===== src/rtl/rf_pkg.sv =====
// Shared constants and helpers for the register file and its scoreboard.
package rf_pkg;

    localparam int unsigned DefWidth = 32;
    localparam int unsigned DefDepth = 8;

    function automatic int unsigned clog2(input int unsigned v);
        int unsigned r;
        r = 0;
        for (int i = 0; i < 32; i++) begin
            if ((32'd1 << i) < v) r = i + 1;
        end
        return r;
    endfunction

    // Upper address bits are ignored: the index is the address modulo the depth.
    function automatic int unsigned index_of(input logic [63:0] addr, input int unsigned depth);
        return 32'(addr & 64'(depth - 1));
    endfunction

endpackage


===== src/rtl/reg_scoreboard.sv =====
// Per-register busy bits with reserve/clear priority, busy count and forwarded busy lookups.
module reg_scoreboard
    import rf_pkg::*;
#(
    parameter int unsigned DEPTH = DefDepth,
    parameter int unsigned IDX_W = 3
) (
    input  logic             clk_i,
    input  logic             rst_i,
    input  logic [IDX_W-1:0] ridx1_i,
    input  logic [IDX_W-1:0] ridx2_i,
    input  logic             write_i,
    input  logic [IDX_W-1:0] widx_i,
    input  logic             reserve_i,
    input  logic [IDX_W-1:0] rsv_idx_i,
    output logic             busy1_o,
    output logic             busy2_o,
    output logic [IDX_W:0]   busy_count_o
);

    logic [DEPTH-1:0] busy_q, busy_d;
    logic [IDX_W:0]   count_q, count_d;
    logic             inc, dec;

    always_comb begin
        busy_d = busy_q;
        if (write_i) busy_d[widx_i] = 1'b0;
        // A reservation on the same edge as a write marks the new producer.
        if (reserve_i) busy_d[rsv_idx_i] = 1'b1;

        inc = reserve_i && !busy_q[rsv_idx_i];
        dec = write_i && busy_q[widx_i] && !(reserve_i && (rsv_idx_i == widx_i));
        count_d = count_q;
        unique case ({inc, dec})
            2'b10:   count_d = count_q + (IDX_W + 1)'(1);
            2'b01:   count_d = count_q - (IDX_W + 1)'(1);
            default: count_d = count_q;
        endcase
    end

    always_ff @(posedge clk_i or posedge rst_i) begin
        if (rst_i) begin
            busy_q  <= '0;
            count_q <= '0;
        end else begin
            busy_q  <= busy_d;
            count_q <= count_d;
        end
    end

    assign busy1_o      = busy_q[ridx1_i] & ~(write_i & (widx_i == ridx1_i));
    assign busy2_o      = busy_q[ridx2_i] & ~(write_i & (widx_i == ridx2_i));
    assign busy_count_o = count_q;

endmodule


===== src/rtl/register_file_sb.sv =====
// Parametrised register file: two combinational read ports with write bypass,
// one clocked write port, optional hardwired-zero r0 and a busy scoreboard.
module register_file_sb
    import rf_pkg::*;
#(
    parameter int unsigned WIDTH   = DefWidth,
    parameter int unsigned DEPTH   = DefDepth,
    parameter int unsigned ADDR_W  = 6,
    parameter bit          ZERO_R0 = 1'b0
) (
    input  logic                     clk_i,
    input  logic                     rst_i,
    input  logic [ADDR_W-1:0]        raddr1_i,
    input  logic [ADDR_W-1:0]        raddr2_i,
    output logic [WIDTH-1:0]         rdata1_o,
    output logic [WIDTH-1:0]         rdata2_o,
    output logic                     busy1_o,
    output logic                     busy2_o,
    input  logic                     write_i,
    input  logic [ADDR_W-1:0]        waddr_i,
    input  logic [WIDTH-1:0]         wdata_i,
    input  logic                     reserve_i,
    input  logic [ADDR_W-1:0]        rsv_addr_i,
    output logic [clog2(DEPTH):0]    busy_count_o
);

    localparam int unsigned IdxW = clog2(DEPTH);

    logic [IdxW-1:0]  ridx1, ridx2, widx, rsv_idx;
    logic             we, rsv;
    logic [WIDTH-1:0] mem_q [DEPTH];

    assign ridx1   = IdxW'(index_of(64'(raddr1_i), DEPTH));
    assign ridx2   = IdxW'(index_of(64'(raddr2_i), DEPTH));
    assign widx    = IdxW'(index_of(64'(waddr_i), DEPTH));
    assign rsv_idx = IdxW'(index_of(64'(rsv_addr_i), DEPTH));

    // Suppressing writes/reservations to r0 keeps its storage, bypass and busy bit at zero.
    assign we  = write_i & ~(ZERO_R0 && (widx == '0));
    assign rsv = reserve_i & ~(ZERO_R0 && (rsv_idx == '0));

    for (genvar g = 0; g < DEPTH; g++) begin : g_reg
        always_ff @(posedge clk_i or posedge rst_i) begin
            if (rst_i) begin
                mem_q[g] <= '0;
            end else if (we && (widx == IdxW'(g))) begin
                mem_q[g] <= wdata_i;
            end
        end
    end

    assign rdata1_o = (we && !rst_i && (widx == ridx1)) ? wdata_i : mem_q[ridx1];
    assign rdata2_o = (we && !rst_i && (widx == ridx2)) ? wdata_i : mem_q[ridx2];

    reg_scoreboard #(
        .DEPTH (DEPTH),
        .IDX_W (IdxW)
    ) u_scoreboard (
        .clk_i        (clk_i),
        .rst_i        (rst_i),
        .ridx1_i      (ridx1),
        .ridx2_i      (ridx2),
        .write_i      (we),
        .widx_i       (widx),
        .reserve_i    (rsv),
        .rsv_idx_i    (rsv_idx),
        .busy1_o      (busy1_o),
        .busy2_o      (busy2_o),
        .busy_count_o (busy_count_o)
    );

endmodule


===== config.mk =====
export PLATFORM = sky130hd
export DESIGN_NAME = register_file_sb
export DESIGN_NICKNAME = d
export VERILOG_FILES = /design/src/rtl/rf_pkg.sv /design/src/rtl/reg_scoreboard.sv /design/src/rtl/register_file_sb.sv
export SDC_FILE = /design/constraint.sdc
export NUM_CORES = 1
export LEC_CHECK = 0
export ABC_AREA = 1
export CAP_MARGIN = 20
export CORE_MARGIN = 3
export CORE_UTILIZATION = 30
export DETAILED_ROUTE_END_ITERATION = 6
export PLACE_DENSITY = 0.59
export SLEW_MARGIN = 10
export SYNTH_ARGS = -nofsm -noshare
export SYNTH_HDL_FRONTEND = slang
export SYNTH_HIERARCHICAL = 1
export SYNTH_SLANG_ARGS = --single-unit

===== constraint.sdc =====
create_clock -name clk_i -period 21.7 [get_ports clk_i]
set_clock_uncertainty 0.05 [all_clocks]
set_input_delay 6.51 -clock clk_i [delete_from_list [all_inputs] [get_ports clk_i]]
set_output_delay 6.51 -clock clk_i [all_outputs]
set_load 0.01 [all_outputs]

==> results.sh <==
export IMPL_status="finished, final reports clean"
export IMPL_grt_max_degree=116
export IMPL_vias_per_cell=5.00
export IMPL_grt_pass1_vias=16100
export IMPL_synth_warnings=6
export IMPL_synth_top_cells_by_count="nand2_1 (1003), nand3_1 (460), inv_1 (322)"
export IMPL_rsz0062_at_grt="false"
export IMPL_finalMaxSlewViolations=0
export IMPL_max_vdd_ir_drop_mv=0.0439
export IMPL_startpoint_type="primary input"
export IMPL_synth_top_area_share=0.407
export IMPL_async_flop_share=1.00
export IMPL_wirelength_mm=55.0
export IMPL_fill_cells=5727
export IMPL_drtAntennaViolNets=0
export IMPL_powerDensity_mw_per_mm2=85.5
export IMPL_final_cell_count_no_fill=3290
export IMPL_worst_ep_arrival_time_ns=10.18
export IMPL_hold_viol=0
export IMPL_area_growth_pct=15.8
export IMPL_slowest_stage="buf_2"
export IMPL_cts_tree="built"
export IMPL_tns_ns=0
export IMPL_dp_hpwl_mm=29.8
export IMPL_grt_pass1_wl_mm=86.8
export IMPL_grt_remaining_overflow=0
export IMPL_dieArea_sq_mm=0.0578
export IMPL_cp_num_buf_inv=6
export IMPL_vias=16500
export IMPL_r2r_end="u_scoreboard/busy_count_o[3]$_DFFE_PP0P_"
export IMPL_post_route_util=0.353
export IMPL_nets=2635
export IMPL_path_class="primary input to output pin"
export IMPL_dp_cells=3229
export IMPL_yosys_area_top_type="dfrtp_1"
export IMPL_setup_ws_ns=4.96
export IMPL_cts_sink_count=268
export IMPL_cp_required_ns=15.14
export IMPL_fin_crit_sh=0.772
export IMPL_die_y_um=240
export IMPL_setup_violations=0
export IMPL_final_layout_size_suffix_gt1_frac=0.0424
export IMPL_drt_iter0_markers=1372
export IMPL_initial_core_util=0.305
export IMPL_cts_root_buf="clkbuf_16"
export IMPL_dr_pass1_iters=6
export IMPL_synth_edf_count=0
export IMPL_die_w_um=240
export IMPL_clock_path_buffers=3
export IMPL_gp_congestion=0.798
export IMPL_io_pins=130
export IMPL_worst_pin_slew_ns=1.16
export IMPL_ys_types=26
export IMPL_antenna_found_initial=0
export IMPL_yosys_most_used_dff="dfrtp_1"
export IMPL_end_kind="output pin"
export IMPL_placed_cell_area_sq_mm=0.0179
export IMPL_grt_usage=0.189
export IMPL_io_buffer_count=117
export IMPL_wl_per_cell_um=16.7
export IMPL_clk_pin_slew_worst_paths_ns=0.05
export IMPL_post_cts_resized=0
export IMPL_max_cap_viol_count=0
export IMPL_syn_avg_cell_area_sq_um=6.44
export IMPL_cp_top_family="buffers and inverters"
export IMPL_drc_errors=0
export IMPL_htreeDepth=2
export IMPL_synth_seq_cells=268
export IMPL_r2r_cells=13
export IMPL_min_from="mem_q[176]$_DFFE_PP0P_"
export IMPL_regToRegSetupSlack_ns=19.59
export IMPL_holdPathStages=2
export IMPL_syn_inst=2556
export IMPL_core_region_area_sq_mm=0.0540
export IMPL_cts_buffers=34
export IMPL_synth_area_top_cells="dfrtp_1 (41%), nand2_1 (23%), nand3_1 (14%)"
export IMPL_leakagePower_uw=0.00989
export IMPL_r2r_start="u_scoreboard/busy_q[7]$_DFF_PP0_"
export IMPL_period_needed_ns=16.74
export IMPL_worst_path_largest_cell_delay_ns=0.71
export IMPL_fmax_mhz=59.7
export IMPL_clk_latency_ns=0.51
export IMPL_rows=85
export IMPL_slew_headroom=0.230
export IMPL_min_to="mem_q[176]$_DFFE_PP0P_"
export IMPL_synth_area_sq_mm=0.0165
export IMPL_hold_path_class="register to register"
export IMPL_cts_setup_buffers=0
export IMPL_fin_area_sq_mm=0.0191
export IMPL_n_antenna_cell=0
export IMPL_path_common_cell="nand2_1"
export IMPL_synth_nets=2620
export IMPL_ys_seq_area_frac=0.407
export IMPL_worstPathMaxFanout=38
export IMPL_crit_chain="buf_2 > buf_4 > inv_2 > nand2_1 > nand2_1 > nor2_1 > nand2_1 > buf_4 > inv_2 > nand2_1 > nand2_1 > clkdlybuf4s50_1"
export IMPL_cts_hold_buffers=0
export IMPL_yosysMostFrequentCell="nand2_1"
export IMPL_dp_slack_ns=5.02
-- power breakdown --
part / total, uW / switching, uW / internal [uW]
logic: 432 / 267 / 165
clock network: 551 / 220 / 331
registers: 647 / 49.4 / 597
-- cell type report --
cell class              count  area [sq um]  area share
multi-input cells        1794          7800       0.409
flip-flops and latches    268          6710       0.352
repair buffers            139          1350      0.0709
inverters                 334          1270      0.0665
clock buffers              51          1010      0.0527
well taps                 696           871      0.0457
clock inverters             8          68.8     0.00361
-- placed cells by master, fill, tap and decap left out, types with 2 or more instances in the layout --
cell	Yosys	final
inv_1	322	317
clkdlybuf4s50_1	0	111
clkbuf_16	0	35
nor2_1	31	31
clkbuf_8	0	7
clkinv_2	0	6
nand2_2	6	6
inv_2	11	13
buf_16	0	2
inv_4	1	3
o21ai_0	252	252
buf_4	11	22
o211ai_1	2	2
clkbuf_1	58	9
dfrtp_1	268	268
o21ai_1	24	24
buf_2	63	4
nand3_1	460	460
ha_1	3	3
nor2_2	4	4
nand2_1	1003	1002
-- kinds of logic after synthesis --
logic type,after synthesis,share of synthesized area
buffers and inverters,494,0.120
AND/OR/NAND/NOR,1509,0.383
adder cells (fa/ha/maj),4,0.00349
XOR/XNOR,2,0.00106
flip-flops,268,0.407
AO/OA/AOI/OAI,279,0.0851
-- how the worst max path moves through the flow --
stage                           start            to  slack (ns)  cells past startpoint
after global placement    raddr2_i[1]  rdata2_o[13]        5.03                     12
after CTS                 raddr2_i[1]  rdata2_o[13]        5.02                     12
final                     raddr2_i[1]  rdata2_o[13]        4.96                     12
after global routing      raddr2_i[1]  rdata2_o[13]        4.76                     12
after floorplan           raddr2_i[0]  rdata2_o[20]        7.75                      8
after detailed placement  raddr2_i[1]  rdata2_o[13]        5.02                     12
-- stage by stage --
| stage | power (uW) | hold WS (ns) |
|---|---|---|
| final | 1630 | 0.430 |
| after global routing | 1740 | 0.447 |
| after CTS | 1640 | 0.436 |
| after detailed placement | 1080 | 0.423 |
| after global placement | 1070 | 0.415 |
| after floorplan | 937 | 0.403 |
-- sequential cells by signal, indices dropped and copies added (netlist names) --
register                   flops
u_scoreboard/busy_count_o      4
mem_q                        256
u_scoreboard/busy_q            8
-- metal layers --
metal	track usage	wire (um)
met1	0.243	23300
met2	0.316	25100
met3	0.0392	4970
met4	0.0687	1630
met5	0	0
-- worst register-to-register path, stage by stage, from the launching register on --
cell,delay (ns)
dfrtp_1,0.37
inv_1,0.12
nand2_1,0.11
nand3b_4,0.11
nand2_1,0.05
nor2_1,0.12
nor2_2,0.06
ha_1,0.23
ha_1,0.32
or2_1,0.24
nand3_1,0.08
nand2_1,0.05
nand2_1,0.05
nand2_1,0.04
(Power assumes the default switching activity.)
